`src/rtl/ceas_alarma_if.sv`:
```
// Time-setting bus between the setting block and the clock/alarm core.
// The setting side drives the requests; the core returns time and alarm state.
interface ceas_alarma_if;
  logic [4:0] ore_in;
  logic [5:0] minute_in;
  logic       load_timp;
  logic       load_alarma;
  logic       oprire_alarma;
  logic [4:0] ore;
  logic [5:0] minute;
  logic [5:0] secunde;
  logic [4:0] ore_alarma;
  logic [5:0] minute_alarma;
  logic       alarma_armata;
  logic       alarma_suna;
  logic       puls_secunda;

  modport master (
    output ore_in, minute_in, load_timp, load_alarma, oprire_alarma,
    input  ore, minute, secunde, ore_alarma, minute_alarma,
    input  alarma_armata, alarma_suna, puls_secunda
  );

  modport slave (
    input  ore_in, minute_in, load_timp, load_alarma, oprire_alarma,
    output ore, minute, secunde, ore_alarma, minute_alarma,
    output alarma_armata, alarma_suna, puls_secunda
  );
endinterface

```
`src/rtl/ceas_alarma.sv`:
```
// HH:MM:SS clock with loadable time and a single daily alarm.
// Loads act on rising edges of level requests; all outputs are registered.
module ceas_alarma #(
  parameter int TICKS_PER_SEC = 50_000_000,
  parameter int ALARM_DUR_SEC = 60
) (
  input logic          clock,
  input logic          reset,
  ceas_alarma_if.slave bus
);

  localparam int PW = (TICKS_PER_SEC > 2) ? $clog2(TICKS_PER_SEC) : 1;
  localparam logic [PW-1:0] PS_TERM = PW'(TICKS_PER_SEC - 1);
  localparam logic [7:0] RING_LAST = 8'(ALARM_DUR_SEC - 1);

  typedef enum logic [1:0] {
    DEZARMAT = 2'd0,
    ARMAT    = 2'd1,
    SUNA     = 2'd2
  } state_t;

  state_t        state_q, state_d;
  logic [PW-1:0] ps_q, ps_d;
  logic [4:0]    ore_q, ore_d;
  logic [5:0]    min_q, min_d;
  logic [5:0]    sec_q, sec_d;
  logic [4:0]    al_ore_q, al_ore_d;
  logic [5:0]    al_min_q, al_min_d;
  logic [7:0]    ring_q, ring_d;
  logic          lt_prev_q, la_prev_q;
  logic          puls_q, puls_d;

  logic tick, tick_eff, lt_ok, la_ok, in_ok, trig;

  always_comb begin
    in_ok = (bus.ore_in <= 5'd23) && (bus.minute_in <= 6'd59);
    lt_ok = bus.load_timp & ~lt_prev_q & in_ok;
    la_ok = bus.load_alarma & ~la_prev_q & in_ok;
    tick = (ps_q == PS_TERM);
    // A valid time load restarts the second, so a coincident tick is lost
    tick_eff = tick & ~lt_ok;
    puls_d = tick_eff;

    ps_d  = tick ? '0 : ps_q + PW'(1);
    ore_d = ore_q;
    min_d = min_q;
    sec_d = sec_q;
    if (lt_ok) begin
      ore_d = bus.ore_in;
      min_d = bus.minute_in;
      sec_d = '0;
      ps_d  = '0;
    end else if (tick) begin
      if (sec_q == 6'd59) begin
        sec_d = '0;
        if (min_q == 6'd59) begin
          min_d = '0;
          ore_d = (ore_q == 5'd23) ? 5'd0 : ore_q + 5'd1;
        end else begin
          min_d = min_q + 6'd1;
        end
      end else begin
        sec_d = sec_q + 6'd1;
      end
    end

    al_ore_d = la_ok ? bus.ore_in : al_ore_q;
    al_min_d = la_ok ? bus.minute_in : al_min_q;

    trig = tick_eff && (sec_d == 6'd0) &&
           (ore_d == al_ore_q) && (min_d == al_min_q);
  end

  always_comb begin
    state_d = state_q;
    ring_d  = ring_q;
    if (la_ok) begin
      state_d = ARMAT;
      ring_d  = '0;
    end else begin
      unique case (state_q)
        DEZARMAT: ;
        ARMAT: begin
          if (trig && !bus.oprire_alarma) begin
            state_d = SUNA;
            ring_d  = '0;
          end
        end
        SUNA: begin
          if (bus.oprire_alarma) begin
            state_d = ARMAT;
          end else if (tick_eff) begin
            if (ring_q == RING_LAST) state_d = ARMAT;
            else ring_d = ring_q + 8'd1;
          end
        end
        default: state_d = DEZARMAT;
      endcase
    end
  end

  always_ff @(posedge clock or posedge reset) begin
    if (reset) begin
      state_q   <= DEZARMAT;
      ps_q      <= '0;
      ore_q     <= '0;
      min_q     <= '0;
      sec_q     <= '0;
      al_ore_q  <= '0;
      al_min_q  <= '0;
      ring_q    <= '0;
      lt_prev_q <= 1'b0;
      la_prev_q <= 1'b0;
      puls_q    <= 1'b0;
    end else begin
      state_q   <= state_d;
      ps_q      <= ps_d;
      ore_q     <= ore_d;
      min_q     <= min_d;
      sec_q     <= sec_d;
      al_ore_q  <= al_ore_d;
      al_min_q  <= al_min_d;
      ring_q    <= ring_d;
      lt_prev_q <= bus.load_timp;
      la_prev_q <= bus.load_alarma;
      puls_q    <= puls_d;
    end
  end

  assign bus.ore           = ore_q;
  assign bus.minute        = min_q;
  assign bus.secunde       = sec_q;
  assign bus.ore_alarma    = al_ore_q;
  assign bus.minute_alarma = al_min_q;
  assign bus.alarma_armata = (state_q != DEZARMAT);
  assign bus.alarma_suna   = (state_q == SUNA);
  assign bus.puls_secunda  = puls_q;

endmodule

```
`src/flat_wrapper.sv`:
```
// flat-port wrapper written by rule: the top's interface ports become plain ports
module ceas_alarma_flat 
#(
  parameter int TICKS_PER_SEC = 50_000_000,
  parameter int ALARM_DUR_SEC = 60
)
  (clock, reset, bus_ore_in, bus_minute_in, bus_load_timp, bus_load_alarma, bus_oprire_alarma, bus_ore, bus_minute, bus_secunde, bus_ore_alarma, bus_minute_alarma, bus_alarma_armata, bus_alarma_suna, bus_puls_secunda);
  ceas_alarma_if bus_i ();
  input logic clock;
  input logic reset;
  input wire logic [$bits(bus_i.ore_in)-1:0] bus_ore_in;
  input wire logic [$bits(bus_i.minute_in)-1:0] bus_minute_in;
  input wire logic [$bits(bus_i.load_timp)-1:0] bus_load_timp;
  input wire logic [$bits(bus_i.load_alarma)-1:0] bus_load_alarma;
  input wire logic [$bits(bus_i.oprire_alarma)-1:0] bus_oprire_alarma;
  output wire logic [$bits(bus_i.ore)-1:0] bus_ore;
  output wire logic [$bits(bus_i.minute)-1:0] bus_minute;
  output wire logic [$bits(bus_i.secunde)-1:0] bus_secunde;
  output wire logic [$bits(bus_i.ore_alarma)-1:0] bus_ore_alarma;
  output wire logic [$bits(bus_i.minute_alarma)-1:0] bus_minute_alarma;
  output wire logic [$bits(bus_i.alarma_armata)-1:0] bus_alarma_armata;
  output wire logic [$bits(bus_i.alarma_suna)-1:0] bus_alarma_suna;
  output wire logic [$bits(bus_i.puls_secunda)-1:0] bus_puls_secunda;
  assign bus_i.ore_in = bus_ore_in;
  assign bus_i.minute_in = bus_minute_in;
  assign bus_i.load_timp = bus_load_timp;
  assign bus_i.load_alarma = bus_load_alarma;
  assign bus_i.oprire_alarma = bus_oprire_alarma;
  assign bus_ore = bus_i.ore;
  assign bus_minute = bus_i.minute;
  assign bus_secunde = bus_i.secunde;
  assign bus_ore_alarma = bus_i.ore_alarma;
  assign bus_minute_alarma = bus_i.minute_alarma;
  assign bus_alarma_armata = bus_i.alarma_armata;
  assign bus_alarma_suna = bus_i.alarma_suna;
  assign bus_puls_secunda = bus_i.puls_secunda;
  ceas_alarma #(.TICKS_PER_SEC(TICKS_PER_SEC), .ALARM_DUR_SEC(ALARM_DUR_SEC)) u_core (.clock(clock), .reset(reset), .bus(bus_i));
endmodule
```
`config.mk`:
```
export PLATFORM = sky130hd
export DESIGN_NAME = ceas_alarma_flat
export DESIGN_NICKNAME = d
export VERILOG_FILES = /design/src/rtl/ceas_alarma_if.sv /design/src/rtl/ceas_alarma.sv /design/src/flat_wrapper.sv
export SDC_FILE = /design/constraint.sdc
export NUM_CORES = 1
export LEC_CHECK = 0
export ABC_AREA = 0
export CORE_MARGIN = 2
export CORE_UTILIZATION = 40
export DETAILED_ROUTE_END_ITERATION = 7
export PLACE_DENSITY = 0.7
export SETUP_SLACK_MARGIN = 0.2
export SLEW_MARGIN = 20
export SYNTH_ARGS = -nofsm -noshare
export SYNTH_HDL_FRONTEND = slang
export SYNTH_SLANG_ARGS = --single-unit
```
`constraint.sdc`:
```
create_clock -name clock -period 8.8 [get_ports clock]
set_clock_uncertainty 0.15 [all_clocks]
set_input_delay 1.32 -clock clock [delete_from_list [all_inputs] [get_ports clock]]
set_output_delay 1.32 -clock clock [all_outputs]
set_load 0.005 [all_outputs]
```
---- Yosys cells after proc, flatten, opt, wreduce, memory -nomap -nowiden ----
Index checks and enable logic that the tools add are counted.
storage, ports and cells
  register bits ........................... 67
  word-level logic and storage cells ...... 80
cells by class
  add/sub/neg operators ................... 5
  order comparisons ....................... 2
  equality and inequality tests ........... 16
  muxes and demuxes ....................... 26
  bitwise logic cells ..................... 8
  reduce and logical (&&, ||, !) cells .... 12
operators with widths
  cell                                                    number
  2-to-1 mux 26 bit                                       2
  2-to-1 mux 6 bit                                        7
  2-to-1 mux 8 bit                                        5
  adder 26 x 1 -> 26 bit (second input constant)          1
  == test 26 bit (second input constant)                  1
  2-to-1 mux 5 bit                                        5
  one-hot mux 8 bit (2 select lines)                      1
  adder 6 x 1 -> 6 bit (second input constant)            2
  == test 6 bit (second input constant)                   2
  2-to-1 mux 2 bit                                        5
  adder 8 x 1 -> 8 bit (second input constant)            1
  == test 8 x 6 -> 1 bit (second input constant)          1
  inequality test 4 x 2 -> 1 bit (second input constant)  2
  == test 6 bit                                           1
  <= comparator 6 bit (second input constant)             1
  logical NOT 6 bit                                       1
  inequality test 3 x 1 -> 1 bit (second input constant)  2
  inequality test 3 x 2 -> 1 bit (second input constant)  2
  one-hot mux 2 bit (3 select lines)                      1
  adder 5 x 1 -> 5 bit (second input constant)            1
  AND 1 bit                                               5
  == test 5 bit                                           1
  == test 5 bit (second input constant)                   1
  <= comparator 5 bit (second input constant)             1
  other kinds (11)                                        17

---- Depth between registers and ports, before layout ----
Gate-level depths: netlist (run 1).
  depth after elaboration ................. 13
  depth in mapped cells ................... 11
  mapped depth without buffers ............ 9

---- Worst setup path before layout (run 1) ----
No wires, ideal clock.
  path kind ............................... in2reg
  from .................................... input bus_minute_in[5]
  to ...................................... register u_core.state_q[1]
  arrival time ............................ 3.014 ns
  required time ........................... 8.583 ns
  slack ................................... 5.569 ns
  cell stages on the path ................. 10
  cell sequence ........................... nand4_1 -> and4b_1 -> buf_6 -> nor3_1 -> nand3_1 -> and4_2 -> a2111oi_0 -> and4_1 -> buf_6 -> a32o_1
on the way
  longest elaborated chain between the ends .. 11
RTL lines
  what                                                   line                                  text
  start: declaration                                     flat_wrapper.sv:12                    input wire logic [$bits(bus_i.minute_in)-1:0] bus_minute_in;
  <= comparator 6 bit                                    ceas_alarma.sv:36                     in_ok = (bus.ore_in <= 5'd23) && (bus.minute_in <= 6'd59);
  logical AND 1 bit                                      ceas_alarma.sv:36
  AND 1 bit                                              ceas_alarma.sv:37                     lt_ok = bus.load_timp & ~lt_prev_q & in_ok;
  2-to-1 mux 6 bit / NOT 1 bit (equally long branches)   ceas_alarma.sv:48, ceas_alarma.sv:41
  logical NOT 6 bit / AND 1 bit (equally long branches)  ceas_alarma.sv:70, ceas_alarma.sv:41
  logical AND 1 bit (2 in series)                        ceas_alarma.sv:70                     trig = tick_eff && (sec_d == 6'd0) &&
  logical AND 1 bit                                      ceas_alarma.sv:71                     (ore_d == al_ore_q) && (min_d == al_min_q);
  logical AND 1 bit                                      ceas_alarma.sv:84                     if (trig && !bus.oprire_alarma) begin
  inequality test 3 x 1 -> 1 bit (no source line)        --
  AND reduction 4 bit (no source line)                   --
  end signal: assignment                                 ceas_alarma.sv:116                    state_q <= state_d;
  end: declaration                                       ceas_alarma.sv:22                     state_t state_q, state_d;
Several ways; a longest one is shown, not always the timed one.
A chain may end at the register's enable or synchronous reset.

---- Worst setup path in the final report (run 1) ----
  from .................................... input bus_minute_in[2]
  to ...................................... register u_core.state_q[0]
Same word-level chain as after synthesis.

==> results.sh, run 1 <==
export IMPL_dp_final_hpwl_mm=7.138
export IMPL_cts_root_buf="sky130_fd_sc_hd__clkbuf_8"
export IMPL_track_usage=0.1860
export IMPL_postSynthRegisterBits=67
export IMPL_timing_critical_path_depth=8
export IMPL_dieArea_um2=11020
export IMPL_worstPathBufferInverterCount=1
export IMPL_timing_final_ws_setup_ns=4.149
export IMPL_core_area_um2=9819
export IMPL_asyncSetResetFlopFracSynth=1.000
export IMPL_cts_max_path_buffers=2
export IMPL_power_switching_fraction=0.3017
export IMPL_floorplan_initialDensity=0.4154
export IMPL_cp_data_required_time_ns=8.86
export IMPL_cts_htree_levels=3
export IMPL_cellPowerDensity_nw_per_um2=163.5
export IMPL_hold_path_cell_count=1
export IMPL_portBuffers=46
export IMPL_path_clk_slew_ns=0.08
export IMPL_max_stage_delay_ns=0.86
export IMPL_pin_count_of_the_biggest_net_entering_global_routing=68
export IMPL_worst_hold_path_endpoint="u_core.ps_q[0]$_DFF_PP0_"
export IMPL_final_period_utilization=0.5286
export IMPL_worst_setup_path_end_kind="flop"
export IMPL_cts_buffers=9
export IMPL_min_period_ns=4.651
export IMPL_power_clock_fraction=0.327
export IMPL_diode_insertion_count_for_antenna_repair=0
export IMPL_postCtsResizedCells=0
export IMPL_final_layout_size_suffix_gt1_frac=0.09631
export IMPL_maxSlewHeadroom=0.2768
export IMPL_clock_sinks=67
export IMPL_post_cts_setup_buffer_count=0
export IMPL_num_fill_cells=974
export IMPL_yosys_warnings=0
export IMPL_avgSynthCellArea_um2=9.270
export IMPL_syn_num_nets=461
export IMPL_synth_enable_flop_cells=0
export IMPL_clock_tree_from_tritoncts="built"
export IMPL_path_cells="clkdlybuf4s50_1 -> nand4_1 -> nand4b_1 -> o311ai_1 -> a31oi_1 -> a2111oi_0 -> and4_1 -> o21ai_0"
export IMPL_gp_congestion=0.8652
export IMPL_antenna_found_initial=0
export IMPL_placementRows=36
export IMPL_gr_total_overflow=0
export IMPL_setup_worst_path_start_class="input pin"
export IMPL_p_int_mw=0.5482
export IMPL_wirelength_mm=10.05
export IMPL_pre_cts_slack_ns=3.914
export IMPL_worst_slew_pin_transition_ns=1.079
export IMPL_synthesis_area_um2=4079
export IMPL_synth_seq_area_share=0.4110
export IMPL_drc=0
export IMPL_drt_first_pass_iters=5
export IMPL_grt_setup_unrepaired="no"
export IMPL_worst_path_max_fanout=27
export IMPL_yosys_area_top_type="sky130_fd_sc_hd__dfrtp_1"
export IMPL_detail_route_wl_per_cell_um=16.18
export IMPL_worstReg2RegStart="u_core.bus.secunde[0]$_DFF_PP0_"
export IMPL_vias_per_cell=5.671
export IMPL_worst_path_dominant_cell_family="simple AND/OR/NAND/NOR gates"
export IMPL_worstRegToRegCells=8
export IMPL_run_status="finished, final reports clean"
export IMPL_ranking_of_synthesized_cells_by_instance_count="sky130_fd_sc_hd__dfrtp_1 (67), sky130_fd_sc_hd__nor2_1 (49), sky130_fd_sc_hd__nand2_1 (39)"
export IMPL_max_cap_violation_count=0
export IMPL_setup_viol_count_final=0
export IMPL_first_global_vias=3282
export IMPL_drt_initial_drc_count=192
export IMPL_wire_length_of_the_first_global_routing_pass_mm=16.55
export IMPL_synth_cells=440
export IMPL_cellLeakagePower_nw=1.942
export IMPL_max_freq_mhz=215.0
export IMPL_timing_hold_worst_class="flop to flop"
export IMPL_slew_viol_final=0
export IMPL_signed_area_change_from_the_synthesized_netlist_to_the_final_layout_pct=17.70
export IMPL_die_height_um=105.0
export IMPL_ioPinCount=47
export IMPL_synth_top_area_share=0.4110
export IMPL_worst_skew_pair_late_latency_ns=0.35
export IMPL_worst_endpoint_arrival_ns=4.71
export IMPL_vdd_drop_max_mv=0.06125
export IMPL_flop_pwr_share=0.479
export IMPL_die_w_um=105.0
export IMPL_synth_most_common_cell="sky130_fd_sc_hd__dfrtp_1"
export IMPL_cts_hold_buf=0
export IMPL_timing_setup_critical_path_class="input pin to flop"
export IMPL_rrSetupSlack_ns=4.90
export IMPL_final_net_count=505
export IMPL_hold_path_startpoint="u_core.ps_q[0]$_DFF_PP0_"
export IMPL_vias=3522
export IMPL_p_switching_mw=0.2368
export IMPL_reg2reg_to="u_core.state_q[0]$_DFFE_PP0P_"
export IMPL_postRouteAntennaNets=0
export IMPL_power_share_combinational=0.194
export IMPL_yosys_most_used_dff="sky130_fd_sc_hd__dfrtp_1"
export IMPL_synth_top_cells_by_area="sky130_fd_sc_hd__dfrtp_1 (41%), sky130_fd_sc_hd__nor2_1 (4.5%), sky130_fd_sc_hd__xor2_1 (3.7%)"
export IMPL_finalHoldViolations=0
export IMPL_yosys_cell_types_count=64
export IMPL_fin_tns_setup_ns=0
export IMPL_critPathSlowestCell="sky130_fd_sc_hd__nand4b_1"
-- final cells by class --
class,count,area [um^2],area share
clock inverters,6,67.56,0.01407
clock buffers,9,123.9,0.02580
flip-flops and latches,67,1677,0.3492
repair buffers,48,475.5,0.09904
inverters,8,30.03,0.006255
well taps,133,166.4,0.03466
multi-input cells,350,2261,0.4709
-- logic make-up (layout without fill, tap and decap cells) --
family,count (synthesis),after routing,share of synthesized area
compound gates,85,85,0.1350
xor+xnor,29,29,0.06227
fa+ha+maj,5,5,0.01534
buf+inv,23,71,0.03466
flops,67,67,0.4110
mux,15,15,0.04049
simple gates,216,216,0.3012
-- metrics by stage --
stage | util | cells | power [mW] | cell area, um^2 | hold slack [ns]
2_1_floorplan | - | 440 | 0.4605 | 4079 | 0.3258
3_3_place_gp | 0.4694 | 606 | 0.5299 | 4609 | 0.3530
3_5_place_dp | 0.4694 | 606 | 0.5333 | 4609 | 0.3520
4_1_cts | 0.4889 | 621 | 0.7902 | 4801 | 0.3646
5_1_grt | 0.4889 | 621 | 0.8268 | 4801 | 0.4085
6_report | 0.4889 | 621 | 0.7850 | 4801 | 0.3601
-- how the worst max path moves through the flow --
stage / from / endpoint / slack [ns]
4_1_cts: bus_minute_in[2] / u_core.state_q[0]$_DFFE_PP0P_ / 4.26
2_1_floorplan: bus_minute_in[5] / u_core.state_q[1]$_DFFE_PP0P_ / 5.57
3_5_place_dp: bus_minute_in[2] / u_core.ring_q[6]$_DFFE_PP0P_ / 3.91
6_report: bus_minute_in[2] / u_core.state_q[0]$_DFFE_PP0P_ / 4.15
3_3_place_gp: bus_minute_in[2] / u_core.state_q[1]$_DFFE_PP0P_ / 4.15
5_1_grt: bus_minute_in[2] / u_core.state_q[0]$_DFFE_PP0P_ / 4.01
-- registers in the layout (all words and copies together) (netlist names), 2 cells and up --
signal,flops
u_core.bus.minute,6
u_core.bus.ore,5
u_core.ps_q,26
u_core.state_q,2
u_core.ring_q,8
u_core.bus.ore_alarma,5
u_core.bus.minute_alarma,6
u_core.bus.secunde,6
-- layout by cell type, fill, tap and decap left out, types with 7 or more instances in the layout --
cell | Yosys | layout
sky130_fd_sc_hd__dfrtp_1 | 67 | 67
sky130_fd_sc_hd__nor2_1 | 49 | 49
sky130_fd_sc_hd__clkdlybuf4s50_1 | 0 | 46
sky130_fd_sc_hd__nand2_1 | 39 | 39
sky130_fd_sc_hd__nand3_1 | 26 | 26
sky130_fd_sc_hd__a21oi_1 | 26 | 26
sky130_fd_sc_hd__o21ai_0 | 23 | 23
sky130_fd_sc_hd__xor2_1 | 17 | 17
sky130_fd_sc_hd__nor3_1 | 15 | 15
sky130_fd_sc_hd__xnor2_1 | 12 | 12
sky130_fd_sc_hd__and3_1 | 11 | 11
sky130_fd_sc_hd__nand4_1 | 11 | 11
sky130_fd_sc_hd__mux2_2 | 11 | 11
sky130_fd_sc_hd__clkbuf_8 | 1 | 9
sky130_fd_sc_hd__or3_1 | 8 | 8
sky130_fd_sc_hd__inv_1 | 8 | 7
-- power by group through the flow --
stage	Sequential, mW	Combinational (mW)	Clock, mW
floorplan	0.372	0.0885	0
global placement	0.381	0.149	0
detailed placement	0.381	0.152	0
CTS	0.376	0.152	0.262
global route	0.381	0.168	0.277
finish	0.376	0.152	0.257
-- metal layers --
metal / global-route usage / up-vias / share of wire
met1: 0.2594 / 1699 / 0.46
li1: - / 1711 / -
met3: 0.03369 / 16 / 0.053
met4: 0.05810 / 0 / 0.014
met2: 0.2931 / 96 / 0.47
met5: 0 / - / 0
Note: power is estimated with default switching activity, not from simulation.
==> run 2, diff against run 1 <==
==> constraint.sdc (replaced) <==
create_clock -name clock -period 4.4 [get_ports clock]
set_clock_uncertainty 0.15 [all_clocks]
set_input_delay 0.66 -clock clock [delete_from_list [all_inputs] [get_ports clock]]
set_output_delay 0.66 -clock clock [all_outputs]
set_load 0.005 [all_outputs]
==> results.sh, run 2 (synthesized netlist as in run 1, its figures left out) <==
export IMPL_drt_initial_drc_count=154
export IMPL_cts_hold_buf=0
export IMPL_signed_area_change_from_the_synthesized_netlist_to_the_final_layout_pct=20.00
export IMPL_worst_setup_path_end_kind="flop"
export IMPL_num_fill_cells=959
export IMPL_stdcell_area_um2=4895
export IMPL_grt_setup_unrepaired="no"
export IMPL_gp_congestion=0.8743
export IMPL_cts_buffers=9
export IMPL_largestRegisters="u_core.ps_q: 26 flops, u_core.ring_q: 8 flops"
export IMPL_die_height_um=105.0
export IMPL_run_status="finished, final reports clean"
export IMPL_timing_hold_worst_class="flop to flop"
export IMPL_slew_viol_final=0
export IMPL_post_cts_setup_buffer_count=0
export IMPL_placementRows=36
export IMPL_cellPowerDensity_nw_per_um2=345.1
export IMPL_vias=3584
export IMPL_max_cap_violation_count=0
export IMPL_clock_sinks=67
export IMPL_setup_viol_count_final=0
export IMPL_post_layout_total_power_mw=1.689
export IMPL_maxSlewHeadroom=0.4428
export IMPL_final_period_utilization=0.8582
export IMPL_die_w_um=105.0
export IMPL_final_layout_size_suffix_gt1_frac=0.1073
export IMPL_dp_final_hpwl_mm=7.414
export IMPL_layout_cells_most_common_list="sky130_fd_sc_hd__dfrtp_1 (67), sky130_fd_sc_hd__nor2_1 (49), sky130_fd_sc_hd__clkdlybuf4s50_1 (46)"
export IMPL_cts_root_buf="sky130_fd_sc_hd__clkbuf_8"
export IMPL_vias_per_cell=5.716
export IMPL_multiInputGateArea_um2=2261
export IMPL_wire_length_of_the_first_global_routing_pass_mm=16.93
export IMPL_drt_first_pass_iters=5
export IMPL_dieArea_um2=11020
export IMPL_postRouteAntennaNets=0
export IMPL_clock_tree_from_tritoncts="built"
export IMPL_seqCellArea_um2=1677
export IMPL_cellLeakagePower_nw=1.995
export IMPL_ioPinCount=47
export IMPL_track_usage=0.1912
export IMPL_finalHoldViolations=0
export IMPL_vdd_drop_max_mv=0.1101
export IMPL_cts_htree_levels=3
export IMPL_timing_setup_critical_path_class="flop to flop"
export IMPL_min_period_ns=3.776
export IMPL_gr_total_overflow=0
export IMPL_core_area_um2=9819
export IMPL_largest_register_ff_count=26
export IMPL_portBuffers=46
export IMPL_final_net_count=511
export IMPL_cp_data_required_time_ns=4.56
export IMPL_wirelength_mm=10.13
export IMPL_floorplan_initialDensity=0.4154
export IMPL_path_clk_slew_ns=0.08
export IMPL_cts_max_path_buffers=2
export IMPL_max_flop_register="u_core.ps_q"
export IMPL_detail_route_wl_per_cell_um=16.16
export IMPL_first_global_vias=3426
export IMPL_fin_tns_setup_ns=0
export IMPL_max_freq_mhz=264.8
export IMPL_antenna_found_initial=0
export IMPL_worst_path_max_fanout=10
export IMPL_worst_endpoint_arrival_ns=3.93
export IMPL_worst_slew_pin_transition_ns=0.8348
export IMPL_pin_count_of_the_biggest_net_entering_global_routing=49
export IMPL_diode_insertion_count_for_antenna_repair=0
export IMPL_worst_skew_pair_late_latency_ns=0.37
export IMPL_setup_worst_path_start_class="flop"
export IMPL_layout_cells_most_common="sky130_fd_sc_hd__dfrtp_1"
export IMPL_drc=0
export IMPL_postCtsResizedCells=0
export IMPL_postPlaceCellArea_um2=4654
==> run 2: cell types whose count changed in the layout (fill, tap and decap cells not counted), sizes merged <==
| cell | before | now |
|---|---|---|
| clkinvlp | 2 | 1 |
| bufinv | 1 | 3 |
| buf | 2 | 8 |
| inv | 8 | 7 |
==> run 2: metrics by stage <==
| stage | util | setup slack (ns) | cells | hold slack [ns] |
|---|---|---|---|---|
| 2_1_floorplan | - | 1.336 | 440 | 0.3258 |
| 3_3_place_gp | 0.4740 | 0.7659 | 612 | 0.3475 |
| 3_5_place_dp | 0.4740 | 0.5864 | 612 | 0.3608 |
| 4_1_cts | 0.4983 | 0.6403 | 627 | 0.3709 |
| 5_1_grt | 0.4985 | 0.3207 | 627 | 0.3981 |
| 6_report | 0.4985 | 0.6240 | 627 | 0.3681 |
==> run 2: final timing paths <==
kind	startpoint	to	slack, ns	depth (start not counted)
max	u_core.bus.secunde[0]$_DFF_PP0_	u_core.state_q[1]$_DFFE_PP0P_	0.62	8
min	u_core.ps_q[0]$_DFF_PP0_	u_core.ps_q[0]$_DFF_PP0_	0.37	1
max reg2reg	u_core.bus.secunde[0]$_DFF_PP0_	u_core.state_q[1]$_DFFE_PP0P_	0.62	8
min reg2reg	u_core.ps_q[0]$_DFF_PP0_	u_core.ps_q[0]$_DFF_PP0_	0.37	1
max in group asynchronous	reset	u_core.bus.ore[2]$_DFF_PP0_	2.72	3
min in group asynchronous	reset	u_core.bus.puls_secunda$_DFF_PP0_	0.60	2
==> run 2: area by class of cell <==
| type | count | share of cell area |
|---|---|---|
| multi-input combinational | 350 | 0.4619 |
| sequential | 67 | 0.3425 |
| timing repair buffer | 54 | 0.1063 |
| tap | 133 | 0.03400 |
| clock buffer | 9 | 0.02531 |
| clock inverter | 6 | 0.02352 |
| inverter | 8 | 0.006391 |
==> run 2: layer usage <==
metal / GRT usage / up-vias / routed length (um)
met1: 0.2540 / 1732 / 4537
met5: 0 / - / 0
li1: - / 1717 / -
met4: 0.09333 / 0 / 254
met3: 0.03993 / 26 / 565
met2: 0.2959 / 109 / 4777
==> run 2: worst max-delay path, cell delays in order (launching register included) <==
cell and delay, ns:
sky130_fd_sc_hd__dfrtp_1 0.48, sky130_fd_sc_hd__ha_1 0.33, sky130_fd_sc_hd__nand2b_1 0.18, sky130_fd_sc_hd__or4_1 0.73
sky130_fd_sc_hd__o311ai_1 0.53, sky130_fd_sc_hd__a31oi_1 0.16, sky130_fd_sc_hd__a2111oi_0 0.41, sky130_fd_sc_hd__and4_1 0.50
sky130_fd_sc_hd__a32o_1 0.24
==> run 2: where the power goes <==
| group | internal, mW | switching [mW] |
|---|---|---|
| sequential | 0.669 | 0.0845 |
| combinational | 0.170 | 0.138 |
| clock | 0.375 | 0.253 |
| total | 1.21 | 0.475 |
